## src/rtl/pll_reset_sequencer.sv

```systemverilog
// pll_reset_sequencer: drives the ECP5 PLL reset, waits for a stable lock,
// releases the core and panel reset domains in order, recovers from lock
// loss, and arbitrates dynamic phase steps onto the PLL phase-step pins.
module pll_reset_sequencer #(
  parameter int unsigned PLL_RST_CYCLES      = 16,
  parameter int unsigned LOCK_TIMEOUT_CYCLES = 65536,
  parameter int unsigned LOCK_STABLE_CYCLES  = 1024,
  parameter int unsigned RELEASE_GAP         = 64,
  parameter int unsigned MAX_RETRIES         = 7,
  parameter int unsigned STEP_PULSE_CYCLES   = 4,
  parameter int unsigned STEP_GAP_CYCLES     = 8
) (
  input  logic       clock,
  input  logic       reset,
  input  logic       pll_locked,
  output logic       pll_rst,
  output logic       core_reset,
  output logic       panel_reset,
  output logic       ready,
  output logic       fault,
  output logic [3:0] retry_count,
  input  logic       phase_req,
  input  logic [1:0] phase_sel,
  input  logic       phase_dir,
  output logic       phase_ack,
  output logic [1:0] pll_phasesel,
  output logic       pll_phasedir,
  output logic       pll_phasestep
);

  function automatic int unsigned max2(input int unsigned a, input int unsigned b);
    return (a > b) ? a : b;
  endfunction

  // One shared phase counter, wide enough for the longest interval.
  localparam int unsigned CNT_MAX = max2(max2(max2(PLL_RST_CYCLES, LOCK_TIMEOUT_CYCLES),
                                              max2(LOCK_STABLE_CYCLES, RELEASE_GAP)),
                                         max2(STEP_PULSE_CYCLES, STEP_GAP_CYCLES));
  localparam int unsigned CNT_W   = (CNT_MAX > 1) ? $clog2(CNT_MAX) : 1;
  localparam int unsigned RETRY_W = 4;

  localparam logic [CNT_W-1:0]   RST_LAST   = CNT_W'(PLL_RST_CYCLES - 1);
  localparam logic [CNT_W-1:0]   TMO_LAST   = CNT_W'(LOCK_TIMEOUT_CYCLES - 1);
  localparam logic [CNT_W-1:0]   STB_LAST   = CNT_W'(LOCK_STABLE_CYCLES - 1);
  localparam logic [CNT_W-1:0]   REL_LAST   = CNT_W'(RELEASE_GAP - 1);
  localparam logic [CNT_W-1:0]   PULSE_LAST = CNT_W'(STEP_PULSE_CYCLES - 1);
  localparam logic [CNT_W-1:0]   SGAP_LAST  = CNT_W'(STEP_GAP_CYCLES - 1);
  localparam logic [RETRY_W-1:0] RETRY_MAX  = RETRY_W'(MAX_RETRIES);

  typedef enum logic [2:0] {
    S_RESET_PLL,
    S_WAIT_LOCK,
    S_STABILIZE,
    S_RELEASE,
    S_RUN,
    S_STEP_PULSE,
    S_STEP_GAP,
    S_FAULT
  } state_e;

  state_e               state_q, state_d;
  logic [CNT_W-1:0]     cnt_q, cnt_d, cnt_inc;
  logic [RETRY_W-1:0]   retry_q, retry_d, retry_inc;
  logic [1:0]           sync_q;
  logic                 locked_s;
  logic                 pll_rst_q, pll_rst_d;
  logic                 core_q, core_d;
  logic                 panel_q, panel_d;
  logic                 ready_q, ready_d;
  logic                 fault_q, fault_d;
  logic                 ack_q, ack_d;
  logic [1:0]           sel_q, sel_d;
  logic                 dir_q, dir_d;
  logic                 step_q, step_d;
  logic                 lock_lost;

  // Two-flop synchronizer for the asynchronous PLL lock indication.
  always_ff @(posedge clock or posedge reset) begin
    if (reset) begin
      sync_q <= 2'b00;
    end else begin
      sync_q <= {sync_q[0], pll_locked};
    end
  end

  assign locked_s = sync_q[1];

  // Saturating increments: counters never wrap.
  assign cnt_inc   = (cnt_q == '1) ? cnt_q : cnt_q + CNT_W'(1);
  assign retry_inc = (retry_q == '1) ? retry_q : retry_q + RETRY_W'(1);

  // State and output registers.
  always_ff @(posedge clock or posedge reset) begin
    if (reset) begin
      state_q   <= S_RESET_PLL;
      cnt_q     <= '0;
      retry_q   <= '0;
      pll_rst_q <= 1'b1;
      core_q    <= 1'b1;
      panel_q   <= 1'b1;
      ready_q   <= 1'b0;
      fault_q   <= 1'b0;
      ack_q     <= 1'b0;
      sel_q     <= 2'b00;
      dir_q     <= 1'b0;
      step_q    <= 1'b0;
    end else begin
      state_q   <= state_d;
      cnt_q     <= cnt_d;
      retry_q   <= retry_d;
      pll_rst_q <= pll_rst_d;
      core_q    <= core_d;
      panel_q   <= panel_d;
      ready_q   <= ready_d;
      fault_q   <= fault_d;
      ack_q     <= ack_d;
      sel_q     <= sel_d;
      dir_q     <= dir_d;
      step_q    <= step_d;
    end
  end

  // Next-state and next-output logic; lock loss from the released states
  // is folded into one common override applied after the case.
  always_comb begin
    state_d   = state_q;
    cnt_d     = cnt_q;
    retry_d   = retry_q;
    pll_rst_d = pll_rst_q;
    core_d    = core_q;
    panel_d   = panel_q;
    ready_d   = ready_q;
    fault_d   = fault_q;
    ack_d     = 1'b0;
    sel_d     = sel_q;
    dir_d     = dir_q;
    step_d    = step_q;
    lock_lost = 1'b0;

    unique case (state_q)
      S_RESET_PLL: begin
        pll_rst_d = 1'b1;
        if (cnt_q == RST_LAST) begin
          state_d   = S_WAIT_LOCK;
          cnt_d     = '0;
          pll_rst_d = 1'b0;
        end else begin
          cnt_d = cnt_inc;
        end
      end

      S_WAIT_LOCK: begin
        if (locked_s) begin
          state_d = S_STABILIZE;
          cnt_d   = '0;
        end else if (cnt_q == TMO_LAST) begin
          cnt_d     = '0;
          pll_rst_d = 1'b1;
          if (retry_q == RETRY_MAX) begin
            state_d = S_FAULT;
            core_d  = 1'b1;
            panel_d = 1'b1;
            ready_d = 1'b0;
            fault_d = 1'b1;
          end else begin
            state_d = S_RESET_PLL;
            retry_d = retry_inc;
          end
        end else begin
          cnt_d = cnt_inc;
        end
      end

      S_STABILIZE: begin
        if (!locked_s) begin
          state_d = S_WAIT_LOCK;
          cnt_d   = '0;
        end else if (cnt_q == STB_LAST) begin
          state_d = S_RELEASE;
          cnt_d   = '0;
          core_d  = 1'b0;
        end else begin
          cnt_d = cnt_inc;
        end
      end

      S_RELEASE: begin
        if (!locked_s) begin
          lock_lost = 1'b1;
        end else if (cnt_q == REL_LAST) begin
          state_d = S_RUN;
          cnt_d   = '0;
          panel_d = 1'b0;
          ready_d = 1'b1;
        end else begin
          cnt_d = cnt_inc;
        end
      end

      S_RUN: begin
        // A request seen on the ack cycle is the one just serviced.
        if (!locked_s) begin
          lock_lost = 1'b1;
        end else if (phase_req && !ack_q) begin
          state_d = S_STEP_PULSE;
          cnt_d   = '0;
          sel_d   = phase_sel;
          dir_d   = phase_dir;
          step_d  = 1'b1;
        end
      end

      S_STEP_PULSE: begin
        if (!locked_s) begin
          lock_lost = 1'b1;
        end else if (cnt_q == PULSE_LAST) begin
          state_d = S_STEP_GAP;
          cnt_d   = '0;
          step_d  = 1'b0;
        end else begin
          cnt_d = cnt_inc;
        end
      end

      S_STEP_GAP: begin
        if (!locked_s) begin
          lock_lost = 1'b1;
        end else if (cnt_q == SGAP_LAST) begin
          state_d = S_RUN;
          cnt_d   = '0;
          ack_d   = 1'b1;
        end else begin
          cnt_d = cnt_inc;
        end
      end

      S_FAULT: begin
        pll_rst_d = 1'b1;
        core_d    = 1'b1;
        panel_d   = 1'b1;
        ready_d   = 1'b0;
        fault_d   = 1'b1;
      end

      default: begin
        state_d   = S_RESET_PLL;
        cnt_d     = '0;
        pll_rst_d = 1'b1;
      end
    endcase

    // Lock dropped after release: re-enter reset, abort any step, no ack.
    if (lock_lost) begin
      state_d   = S_RESET_PLL;
      cnt_d     = '0;
      retry_d   = '0;
      pll_rst_d = 1'b1;
      core_d    = 1'b1;
      panel_d   = 1'b1;
      ready_d   = 1'b0;
      ack_d     = 1'b0;
      step_d    = 1'b0;
    end
  end

  assign pll_rst       = pll_rst_q;
  assign core_reset    = core_q;
  assign panel_reset   = panel_q;
  assign ready         = ready_q;
  assign fault         = fault_q;
  assign retry_count   = retry_q;
  assign phase_ack     = ack_q;
  assign pll_phasesel  = sel_q;
  assign pll_phasedir  = dir_q;
  assign pll_phasestep = step_q;

endmodule

```

## config.mk

```make
export PLATFORM = sky130hd
export DESIGN_NAME = pll_reset_sequencer
export DESIGN_NICKNAME = d
export VERILOG_FILES = /design/src/rtl/pll_reset_sequencer.sv
export SDC_FILE = /design/constraint.sdc
export NUM_CORES = 1
export LEC_CHECK = 0
export CAP_MARGIN = 10
export CORE_MARGIN = 2
export CORE_UTILIZATION = 62
export CTS_CLUSTER_SIZE = 30
export DETAILED_ROUTE_END_ITERATION = 7
export PLACE_DENSITY = 0.85
export REMOVE_ABC_BUFFERS = 1
export SYNTH_ARGS = -nofsm -noshare
export SYNTH_HDL_FRONTEND = slang
export SYNTH_SLANG_ARGS = --single-unit
export TNS_END_PERCENT = 30
```

## constraint.sdc

```tcl
create_clock -name clock -period 4.45 [get_ports clock]
set_clock_uncertainty 0.1 [all_clocks]
set_input_delay 0.89 -clock clock [delete_from_list [all_inputs] [get_ports clock]]
set_output_delay 0.89 -clock clock [all_outputs]
set_load 0.005 [all_outputs]
```

==> results of run 1 <==
-- final cells by class --
| class | count | area (um2) | share of cell area [%] |
|---|---|---|---|
| Multi-Input combinational cell | 209 | 1360 | 50.9 |
| Sequential cell | 35 | 880 | 32.8 |
| Timing Repair Buffer | 23 | 223 | 8.31 |
| Clock buffer | 5 | 68.8 | 2.57 |
| Tap cell | 48 | 60.1 | 2.24 |
| Clock inverter | 3 | 43.8 | 1.63 |
| Inverter | 11 | 41.3 | 1.54 |
-- synth_stat cells (6+ instances only) --
library cell,instances,area (um2)
a21oi_1,6,30.0
a22o_1,6,52.6
a31oi_1,6,37.5
clkbuf_1,8,30.0
dfrtp_1,32,801
inv_1,10,37.5
nand2_1,24,90.1
nand3_1,23,115
nand4_1,17,106
nor2_1,22,82.6
nor4_1,8,50.1
o21ai_0,16,80.1
-- power breakdown --
part	switching [mW]	total (mW)	internal [mW]	leakage, nW
combinational	0.00846	0.0152	0.00674	0.625
sequential	0.00268	0.322	0.319	0.432
clock	0.119	0.286	0.167	0.0581
total	0.130	0.623	0.492	1.12
-- layer usage --
layer | global-route usage [%] | vias to the layer above
li1 | - | 1055
met1 | 41.1 | 1046
met2 | 44.4 | 136
met3 | 6.16 | 18
met4 | 9.90 | 0
met5 | 0 | -
-- per-stage QoR --
stage                     instance area [um2]  worst slack [ns]  power, mW
after floorplan                          2280              1.62      0.334
after global placement                   2570              1.43      0.343
after detailed placement                 2570              1.39      0.343
after CTS                                2680              1.37      0.626
after global routing                     2680              1.13      0.642
final                                    2680              1.33      0.623
-- kinds of logic after synthesis --
kind of cell               Yosys count
and+or+nand+nor                    133
AOI/OAI and AO/OA                   64
DFF                                 35
buffers and inverters               24
muxes                                6
adders and majority gates            4
xor gates and xnor gates             2
-- sequential cells by signal, summed over array words and instances (netlist names) --
| name | count |
|---|---|
| cnt_q | 16 |
| retry_count | 4 |
| state_q | 3 |
| pll_phasesel | 2 |
| sync_q | 2 |
| core_reset | 1 |
| fault | 1 |
| panel_reset | 1 |
| phase_ack | 1 |
| pll_phasedir | 1 |
| pll_phasestep | 1 |
| pll_rst | 1 |
| ready | 1 |
-- how the worst max path moves through the flow --
stage | startpoint | to | slack [ns] | cells after the start
2_1_floorplan | phase_req | cnt_q[11] | 1.62 | 6
3_3_place_gp | phase_req | state_q[2] | 1.43 | 8
3_5_place_dp | cnt_q[0] | cnt_q[3] | 1.39 | 7
4_1_cts | cnt_q[0] | cnt_q[3] | 1.37 | 7
5_1_grt | cnt_q[12] | cnt_q[3] | 1.13 | 6
6_report | cnt_q[12] | cnt_q[3] | 1.33 | 6
==> results.md, run 1 <==
- Status: finished, final reports clean
- Static leakage: 1.12 nW
- Crit path kind: flop to flop
- Final min period: about 3.1 ns
- R2r endpoint: cnt_q[3]
- Total Routing Usage GR: about 29%
- Die ar.: ~4300 um2
- Fin crit share: between 70% and 80%
- Die X: around 65 um
- Setup bufs post-CTS: 0
- IR drop worst, VDD: approximately 0.00021 V
- Final setup vio count: 0
- Height of the die: approximately 65 um
- Later-pin clock latency in the skew report: roughly 0.29 ns
- WL final: around 5.5 mm
- Asr flop ratio synth: 100%
- TritonRoute pass-1 iters: 6
- Tightest Pin Transition: about 0.74 ns
- Cells after Synth: roughly 270
- Final hold vios: 0
- Hold Path Depth: 0
- Most frequent cells in the layout: dfrtp_1 (32), nand2_1 (24), nand3_1 (23), nor2_1 (22), clkdlybuf4s50_1 (20)
- Slowest library cell on the worst path: nor4_1
- DRC: 0
- Synth unique cells: 58
- Crit. End Element: flop
- Post-CTS sizing: 0
- # Max-Cap Violations: 0
- Critical Path Fanout Max: 22
- DRT iter0 DRCs: between 200 and 300
- Final slew viol count: 0
- Ys flop type: dfrtp_1
- # hold bufs at CTS: 0
- Post-synthesis xor/xnor area fraction: 0.747%
- Share of layout cells above drive strength 1: ~11%
- Reg clk slew, reported paths: 0.07 ns
- Max Clock Freq: approximately 320 MHz
- Worst path bufs/invs: 0
- Commonest non-fill, non-tap cell in the layout: dfrtp_1
- Compound-cell area share of the yosys netlist: about a fifth
- Setup TNS: 0 ns
- Via density: ~6.8
- CP cell instances: nor4_1 > a41oi_1 > a311oi_1 > or4b_4 > and2_1 > a22o_1
- Min Hold Slack: ~0.26 ns
- I/O Pins: 21
- Filler cell count: 275
- Required time worst endpoint: 4.53 ns
- Seq/Total Area, Yosys: 37.5%
- Crit-path max cell delay: approximately 0.69 ns
- CTS root buf: clkbuf_8
- First-pass GRT wire length: ~9.7 mm
- CTS tree: done
- Reg2reg start: cnt_q[12]
- Hold Crit Start: sync_q[0]
- Vias in the first global route: 2059
- RSZ-0062 raised after global routing: no
- Initial core utilization: ~64%
- Synth Area in Adders: between 2 and 2.5%
- Largest net degree at the start of global routing: 36
- CP arrival: about 3.2 ns
- Startpoint type of the worst setup path: flop
- Synth Register Bits: 35
- Mux share of post-synthesis cell area: under 10%
- GPL Wtd Cong: approximately 0.91
- Core area: roughly 3700 um2
- Number of synthesized flops with an enable pin: 0
- H-tree depth: 2
- Pwr dens: around 230 nW/um2
- Top delay family on crit path: simple AND/OR/NAND/NOR gates
- R2R depth: 6
- P&R area growth vs syn: 14.3%
- DR WL/cell: between 15 and 20 um
- Synth Area in Simple Gates: 32.9%
- Final core occ: about 73%
- Metal2 WL: 2.54 mm
- Routed vias: 2255
- Initial antenna violation count: 0
- PortBufs: 20
- Hold EP: sync_q[1]
- Inserted Clock Buffers: 5
- Yosys Warn Count: 0
- Routed wl met3: roughly 450 um
- Ant diodes: 0
- Row cnt: 22
- Synth Cell Area: approximately 2300 um2
- Worst hold path class: flop to flop
- Clk sinks: 35
- DP Cell Count: 326
- Dpl hpwl: 3.86 mm
- Syn avg cell area: between 8 and 9 um2
- Slew HR: around 50%
- Fin cells: between 300 and 400
- Worst-case clock buffer depth: 2
- FF-to-FF setup slack: between 1 and 1.5 ns
- Largest family of logic cells by synthesized area: simple AND/OR/NAND/NOR gates
- WL met1: roughly 2.4 mm
- ANT nets after route: 0
- Top Metal Used: met4
- Layout Nets: between 200 and 300
- Gr ovfl total: 0
(Power assumes the default switching activity.)
==> run 2, diff against run 1 <==
--- a/config.mk
+++ b/config.mk
@@ -7,10 +7,10 @@
 export LEC_CHECK = 0
 export CAP_MARGIN = 10
 export CORE_MARGIN = 2
-export CORE_UTILIZATION = 62
+export CORE_UTILIZATION = 58
 export CTS_CLUSTER_SIZE = 30
 export DETAILED_ROUTE_END_ITERATION = 7
-export PLACE_DENSITY = 0.85
+export PLACE_DENSITY = 0.8
 export REMOVE_ABC_BUFFERS = 1
 export SYNTH_ARGS = -nofsm -noshare
 export SYNTH_HDL_FRONTEND = slang
==> constraint.sdc (replaced) <==
create_clock -name clock -period 3.2 [get_ports clock]
set_clock_uncertainty 0.1 [all_clocks]
set_input_delay 0.64 -clock clock [delete_from_list [all_inputs] [get_ports clock]]
set_output_delay 0.64 -clock clock [all_outputs]
set_load 0.005 [all_outputs]
==> run 2 against run 1 <==
Flip-flop and latch count unchanged. Critical path depth unchanged. Global-route usage up 0.25 points. Final cell count up 3.0%. Wire length up 7.3%. Largest power group unchanged. Largest cell class unchanged. Combinational power up 59%. Critical path type unchanged. Clock power up 18%.
==> results.md, run 2 (synthesis gave the netlist of run 1 again) <==
- DRC: 0 (unchanged)
- RSZ-0062 raised after global routing: no (unchanged)
- DR WL/cell: 17.2 um (was 16.5 um)
- Share of layout cells above drive strength 1: 13.9% (was 11.2%)
- # Max-Cap Violations: 0 (unchanged)
- Tightest Pin Transition: 0.606 ns (was 0.742 ns)
- Layout Nets: 305 (was 296)
- Routed vias: 2229 (was 2255)
- CTS root buf: clkbuf_8 (unchanged)
- Row cnt: 23 (was 22)
- # hold bufs at CTS: 0 (unchanged)
- Static leakage: 1.15 nW (was 1.12 nW)
- Total Routing Usage GR: 29.3% (was 29.1%)
- Setup TNS: 0 ns (unchanged)
- Reg clk slew, reported paths: 0.08 ns (was 0.07 ns)
- Flip-flop count of the largest register after layout: 16 (unchanged)
- Core area: 3940 um2 (was 3660 um2)
- Worst hold path class: flop to flop (unchanged)
- Dpl hpwl: 4.31 mm (was 3.86 mm)
- Vias in the first global route: 2097 (was 2059)
- GPL Wtd Cong: 0.979 (was 0.910)
- Fin crit share: 92.3% (was 70.2%)
- Filler cell count: 336 (was 275)
- Max Clock Freq: 339 MHz (was 320 MHz)
- Die ar.: 4570 um2 (was 4290 um2)
- Initial core utilization: 59.4% (was 64.0%)
- Worst-case clock buffer depth: 2 (unchanged)
- CP arrival: 3.04 ns (was 3.20 ns)
- Via density: 6.48 (was 6.75)
- TritonRoute pass-1 iters: 4 (was 6)
- Commonest non-fill, non-tap cell in the layout: dfrtp_1 (unchanged)
- Crit-path max cell delay: 0.65 ns (was 0.69 ns)
- ANT nets after route: 0 (unchanged)
- Status: finished, final reports clean (unchanged)
- Die X: 67.6 um (was 65.5 um)
- Inserted Clock Buffers: 5 (unchanged)
- Gr ovfl total: 0 (unchanged)
- Height of the die: 67.6 um (was 65.5 um)
- Initial antenna violation count: 0 (unchanged)
- Required time worst endpoint: 3.28 ns (was 4.53 ns)
- PortBufs: 20 (unchanged)
- Post-CTS sizing: 0 (unchanged)
- I/O Pins: 21 (unchanged)
- Largest net degree at the start of global routing: 36 (unchanged)
- Later-pin clock latency in the skew report: 0.30 ns (was 0.29 ns)
- Critical Path Fanout Max: 22 (unchanged)
- P&R area growth vs syn: 16.5% (was 14.3%)
- Slowest library cell on the worst path: or4b_4 (was nor4_1)
- Final hold vios: 0 (unchanged)
- Ant diodes: 0 (unchanged)
- Crit path kind: flop to flop (unchanged)
- DRT iter0 DRCs: 218 (was 291)
- H-tree depth: 2 (unchanged)
- Most frequent cells in the layout: dfrtp_1 (32), nand2_1 (24), nand3_1 (23), nor2_1 (22), clkdlybuf4s50_1 (20) (unchanged)
- Slew HR: 59.6% (was 50.1%)
- Startpoint type of the worst setup path: flop (unchanged)
- CP cell instances: nor4_1 > a41oi_1 > a311oi_1 > or4b_4 > and2_1 > a22o_1 (unchanged)
- CTS tree: done (unchanged)
- IR drop worst, VDD: 0.000238 V (was 0.000206 V)
- Final setup vio count: 0 (unchanged)
- Clk sinks: 35 (unchanged)
- Biggest register: cnt_q (unchanged)
- WL final: 5.91 mm (was 5.51 mm)
- Overall Power: 0.806 mW (was 0.623 mW)
- Final min period: 2.95 ns (was 3.12 ns)
- Setup bufs post-CTS: 0 (unchanged)
- Final slew viol count: 0 (unchanged)
- Pwr dens: 295 nW/um2 (was 232 nW/um2)
- First-pass GRT wire length: 10.1 mm (was 9.73 mm)
- Crit. End Element: flop (unchanged)
[run 2: cell types whose count changed in the layout (fill, tap and decap cells not counted), sizes merged]
cell | before | now
clkbuf | 5 | 6
buf | 3 | 12
bufinv | 1 | 0
clkinv | 2 | 1
[run 2: per-layer routing]
metal / track usage (%) / share of wire [%] / vias to the layer above
met5: 0 / 0 / -
met4: 10.5 / 2.3 / 0
met3: 5.83 / 5.6 / 15
met1: 39.5 / 44 / 1077
met2: 46.6 / 48 / 62
li1: - / - / 1075
[run 2: cell type report]
class	count	area, um2	area share, %
clock buffers	6	82.6	3.02
clock inverters	1	5.00	0.183
inverters	11	41.3	1.51
multi-input cells	209	1370	50.1
flip-flops and latches	35	880	32.2
well taps	50	62.6	2.29
repair buffers	32	290	10.6
[run 2: per-stage QoR]
step | cell area (um2) | instances | utilization, % | setup WS (ns) | hold slack [ns]
after global routing | 2730 | 344 | 69.2 | 0.0415 | 0.278
after CTS | 2730 | 344 | 69.2 | 0.258 | 0.266
after detailed placement | 2640 | 337 | 67.0 | 0.261 | 0.250
final | 2730 | 344 | 69.2 | 0.247 | 0.264
after floorplan | 2280 | 255 | - | 0.373 | 0.231
after global placement | 2640 | 337 | 67.0 | 0.336 | 0.233
[run 2: final timing paths]
check | start | end | slack, ns | depth (start not counted)
max in group asynchronous | reset | panel_reset | 1.99 | 3
min in group asynchronous | reset | phase_ack | 0.64 | 3
worst max-delay path | cnt_q[12] | cnt_q[3] | 0.25 | 6
worst min-delay path | sync_q[0] | sync_q[1] | 0.26 | 0
worst min register to register | sync_q[0] | sync_q[1] | 0.26 | 0
worst max register to register | cnt_q[12] | cnt_q[3] | 0.25 | 6
[run 2: power breakdown]
part           internal (mW)  switching, mW  total, mW
logic                 0.0101         0.0140     0.0241
clock network          0.169          0.168      0.337
registers              0.444        0.00184      0.445
total                  0.623          0.183      0.806
[run 2: critical path: cells and delay by family (launching register included)]
kind / cells / cell delay [ns]
compound gates: 3 / 0.80
flops: 1 / 0.45
simple gates: 3 / 1.49
